## config.mk

```make
export PLATFORM = sky130hd
export DESIGN_NAME = cpu_loader
export DESIGN_NICKNAME = d
export VERILOG_FILES = /design/src/rtl/cpu_loader.sv
export SDC_FILE = /design/constraint.sdc
export NUM_CORES = 1
export LEC_CHECK = 0
export ABC_AREA = 0
export CORE_ASPECT_RATIO = 2
export CORE_MARGIN = 5
export CORE_UTILIZATION = 40
export CTS_BUF_LIST = sky130_fd_sc_hd__clkbuf_8 sky130_fd_sc_hd__clkbuf_16
export DETAILED_ROUTE_END_ITERATION = 10
export GPL_ROUTABILITY_DRIVEN = 1
export PLACE_DENSITY = 0.73
export SLEW_MARGIN = 20
export SYNTH_ARGS = -nofsm -noshare
export SYNTH_HDL_FRONTEND = slang
export SYNTH_SLANG_ARGS = --single-unit
export TNS_END_PERCENT = 10
```

## constraint.sdc

```tcl
create_clock -name clk -period 2.1 [get_ports clk]
set_input_delay 0.63 -clock clk [delete_from_list [all_inputs] [get_ports clk]]
set_output_delay 0.63 -clock clk [all_outputs]
set_load 0.01 [all_outputs]
```

## src/rtl/cpu_loader.sv

```systemverilog
// Program loader and result dumper for the 10-bit CPU: streams a program into
// instruction memory, starts the CPU, waits for done, then streams data memory out.
module cpu_loader #(
   parameter int INSTR_WIDTH = 10,
   parameter int DATA_WIDTH  = 8,
   parameter int MEM_DEPTH   = 8,
   parameter int ADDR_WIDTH  = 3,
   parameter int TIMEOUT     = 1000
) (
   input  logic                   clk,
   input  logic                   rst,
   input  logic                   s_valid,
   output logic                   s_ready,
   input  logic [INSTR_WIDTH-1:0] s_data,
   input  logic                   s_last,
   output logic                   imem_wr_en,
   output logic [ADDR_WIDTH-1:0]  imem_wr_addr,
   output logic [INSTR_WIDTH-1:0] imem_wr_data,
   output logic                   cpu_start,
   input  logic                   cpu_done,
   output logic                   mem_sel,
   output logic                   dmem_rd_en,
   output logic [ADDR_WIDTH-1:0]  dmem_rd_addr,
   input  logic [DATA_WIDTH-1:0]  dmem_rd_data,
   output logic                   m_valid,
   input  logic                   m_ready,
   output logic [DATA_WIDTH-1:0]  m_data,
   output logic                   m_last,
   output logic                   busy,
   output logic                   err_overflow,
   output logic                   err_timeout
);

   typedef enum logic [2:0] {
      S_LOAD  = 3'd0,
      S_RUN   = 3'd1,
      S_WAIT  = 3'd2,
      S_DRD   = 3'd3,
      S_DCAP  = 3'd4,
      S_DHOLD = 3'd5
   } state_t;

   localparam logic [ADDR_WIDTH-1:0] LAST_ADDR = ADDR_WIDTH'(MEM_DEPTH - 1);
   localparam logic [15:0]           CNT_MAX   = 16'(TIMEOUT - 1);

   state_t                state;
   logic [ADDR_WIDTH-1:0] ptr;
   logic [15:0]           cnt;
   logic                  accept;
   logic                  load_end;

   assign accept   = s_valid && s_ready;
   assign load_end = s_last || (ptr == LAST_ADDR);

   // s_ready is a register so it stays low for the first cycle out of reset.
   always_ff @(posedge clk) begin
      if (rst) begin
         state        <= S_LOAD;
         ptr          <= '0;
         cnt          <= 16'd0;
         err_overflow <= 1'b0;
         err_timeout  <= 1'b0;
         s_ready      <= 1'b0;
         m_data       <= '0;
      end else begin
         case (state)
            S_LOAD: begin
               s_ready <= 1'b1;
               if (accept) begin
                  if (ptr == '0) begin
                     err_timeout <= 1'b0;
                  end
                  err_overflow <= ((ptr == '0) ? 1'b0 : err_overflow)
                                  | ((ptr == LAST_ADDR) && !s_last);
                  if (load_end) begin
                     ptr     <= '0;
                     state   <= S_RUN;
                     s_ready <= 1'b0;
                  end else begin
                     ptr <= ptr + 1'b1;
                  end
               end
            end
            S_RUN: begin
               cnt   <= 16'd0;
               state <= S_WAIT;
            end
            S_WAIT: begin
               if (cpu_done) begin
                  state <= S_DRD;
               end else if (cnt == CNT_MAX) begin
                  err_timeout <= 1'b1;
                  state       <= S_LOAD;
                  s_ready     <= 1'b1;
               end else begin
                  cnt <= cnt + 16'd1;
               end
            end
            S_DRD: begin
               state <= S_DCAP;
            end
            S_DCAP: begin
               m_data <= dmem_rd_data;
               state  <= S_DHOLD;
            end
            S_DHOLD: begin
               if (m_ready) begin
                  if (ptr == LAST_ADDR) begin
                     ptr     <= '0;
                     state   <= S_LOAD;
                     s_ready <= 1'b1;
                  end else begin
                     ptr   <= ptr + 1'b1;
                     state <= S_DRD;
                  end
               end
            end
            default: begin
               state   <= S_LOAD;
               ptr     <= '0;
               s_ready <= 1'b0;
            end
         endcase
      end
   end

   assign imem_wr_en   = accept;
   assign imem_wr_addr = ptr;
   assign imem_wr_data = s_data;
   assign cpu_start    = (state == S_RUN);
   assign mem_sel      = (state == S_DRD) || (state == S_DCAP) || (state == S_DHOLD);
   assign dmem_rd_en   = (state == S_DRD);
   assign dmem_rd_addr = ptr;
   assign m_valid      = (state == S_DHOLD);
   assign m_last       = (state == S_DHOLD) && (ptr == LAST_ADDR);
   assign busy         = (state != S_LOAD);

endmodule

```

==> results.py <==
metrics = {
    "global_route": {
        "grt_first_pass_wirelength_mm": 9.27,
        "grt_pass1_vias": 2124,
        "grt_overflow_total": 0,
        "grt_max_degree": 24,
        "antenna_found_initial": 0,
        "grt_use_total_pct": 18.7,
    },
    "yosys": {
        "yosysWarnings": 0,
        "syn_inst": 238,
        "synthTopCellsByArea": "dfxtp_1, a21oi_1, buf_4",
        "synth_cell_types": 52,
        "syn_area_um2": 1910,
        "synth-main-ff-cell": "dfxtp_1",
        "yosysSeqAreaShare_pct": 34.6,
        "synth_edf_count": 0,
        "synthArstFlopShare_pct": 0,
        "ys_seq_elements": 33,
        "yosysTopAreaCell": "dfxtp_1",
        "avgSynthCellArea_um2": 8.02,
        "yosys.area.top_type_share_pct": 34.6,
        "syn-num-nets": 266,
    },
    "clock_tree": {
        "numCtsBuffers": 5,
        "cts_root_buffer": "clkbuf_8",
        "clock_path_buffers": 2,
        "holdBufCountCts": 0,
        "clk-insertion-delay-late_ps": 290,
        "cts.sinks": 33,
        "clk_pin_slew_ps": 80,
        "post_cts_buffers": 0,
        "htreeDepth": 2,
        "cts_tree": "built",
    },
    "die": {
        "die_w_um": 58.9,
        "ios": 58,
        "start_util_pct": 41.1,
        "rows": 35,
        "die_h_um": 108,
        "die-area_um2": 6340,
        "core_area_um2": 4640,
    },
    "sta": {
        "fmax_mhz": 494,
        "clock_skew_ps": 4.53,
        "worst_hold_slack_ps": 499,
        "fin_tns_setup_ps": 0,
        "setup_viol": 0,
        "fin_crit_ps": 2020,
        "rsz0062_at_grt": "false",
        "worstMarginPinSlew_ps": 390,
        "drv_slew": 0,
        "max_slew_margin_pct": 73.3,
        "fin_crit_sh_pct": 96.4,
        "hold_viol": 0,
    },
    "worst_setup_path": {
        "critPathCapture": "mem_sel",
        "path_class": "reg2out",
        "reg2reg_to": "cnt[11]",
        "arrival_ps": 1390,
        "worstPathMaxFanout": 11,
        "end_kind": "primary output",
        "reg2regPathDepth": 7,
        "crit_path_start": "state[2]",
        "worstReg2RegStart": "state[1]",
        "worstSetupStartpointType": "register",
        "cp.required_ps": 1470,
        "reg2reg_slack_ps": 100,
    },
    "power": {
        "max-vdd-ir-drop_v": 0.000455,
        "total_power_mw": 1.34,
        "power_density_nw_per_um2": 518,
        "p_leak_nw": 1.06,
    },
    "drt": {
        "num_vias": 2017,
        "drtIter0Drc": 52,
        "top_layer_used": "met4",
        "ant_nets": 0,
        "finalWirelength_mm": 5.62,
        "m1WireLength_mm": 1.91,
        "drtPass1Iterations": 4,
        "wl_met3_um": 202,
        "wire_per_inst_um": 16.2,
        "via_per_inst": 5.81,
        "drc": 0,
        "dr_wl_met2_mm": 3.31,
    },
    "finish": {
        "regArea_um2": 661,
        "syn_to_final_growth_pct": 34.9,
        "nNetsFinal": 319,
        "drive_gt1_share_pct": 19.5,
        "layout_common_cells": "dfxtp_1, buf_4, clkdlybuf4s50_1, a21oi_1, nor2_1",
        "layout_commonest_cell": "dfxtp_1",
        "multiInputGateArea_um2": 1110,
        "instances_no_fill": 347,
        "stdcell_area_um2": 2570,
        "n_antenna_cell": 0,
        "fill_cells": 463,
    },
    "placed_design": {
        "dp.cells": 339,
        "postPlaceCellArea_um2": 2450,
        "gp_congestion": 0.937,
        "place_hpwl_mm": 4.25,
        "portBuffers": 37,
    },
    "hold_path": {
        "hp-class": "reg2reg",
    },
    "flow_run": {
        "maxCapViolCount": 0,
    },
    "status": {
        "status": "complete, no violations",
    },
}
-- cells by family after synthesis --
group | synth area share (%)
AO/OA/AOI/OAI | 19.0
adder cells (fa/ha/maj) | 2.62
AND/OR/NAND/NOR | 29.1
multiplexers | 4.72
buffers and inverters | 9.96
flip-flops | 34.6
-- report_power, final --
| part | switching [mW] | leakage (nW) | internal [mW] |
|---|---|---|---|
| registers | 0.00590 | 0.266 | 0.633 |
| logic | 0.104 | 0.760 | 0.105 |
| clock network | 0.255 | 0.0364 | 0.232 |
-- flip-flops by register name, summed over array words and instances, names as in the netlist --
name          count
cnt              16
dmem_rd_addr      3
s_ready           1
m_data            8
err_overflow      1
err_timeout       1
state             3
-- routing by layer --
layer / global-route usage, % / vias up
met5: 0 / -
met4: 11.5 / 0
met3: 3.60 / 25
met2: 36.2 / 72
met1: 16.5 / 968
li1: - / 952
-- cell type report --
class,count,share of cell area [%]
inverter,11,1.60
clock inverter,3,0.875
sequential,33,25.7
multi-input combinational,170,43.0
timing repair buffer,70,23.5
tap,55,2.67
clock buffer,5,2.67
-- synth_stat cells, types with 2 or more instances --
master and instances:
inv_1 11, mux2i_1 9, and2_1 3, a21o_1 3
nor2_1 23, nor2b_1 2, o211ai_1 2, clkbuf_1 7
and4_1 2, nand3_1 12, nor4_1 2, nand3b_1 4
or2_2 2, o211a_1 2, nand2_1 17, nand4b_1 3
nand4_1 3, nand2b_1 4, o21ai_0 8, a21oi_1 26
dfxtp_1 33, a31oi_1 5, and3_1 4, nor3_1 5
ha_1 4, o21a_1 2, buf_4 13, or3_1 3
-- worst min-delay path by stage --
stage,end,cells past startpoint,slack (ps),from
2_1_floorplan,cnt[5],2,460,cnt[5]
3_3_place_gp,m_data[7],2,470,m_data[7]
3_5_place_dp,err_overflow,2,490,err_overflow
4_1_cts,err_overflow,2,500,err_overflow
5_1_grt,err_overflow,2,540,err_overflow
6_report,m_data[1],2,500,m_data[1]
-- through the flow --
stage	utilization (%)	setup slack [ps]
2_1_floorplan	-	153
3_3_place_gp	52.7	-320
3_5_place_dp	52.7	-326
4_1_cts	54.9	-100
5_1_grt	55.5	3.20
6_report	55.5	76.1
-- worst max-delay path, stage by stage (launching register included) --
cell           delay, ps
dfxtp_1              380
buf_4                200
nand3b_1             170
nand2_1               70
dlygate4sd2_1        280
-- timing repair --
item,4_1_cts,5_1_grt
pin swaps,0,2
resized for setup,14,9
endpoints found under the setup margin,7,18
Power figures use the tool's default switching activity.
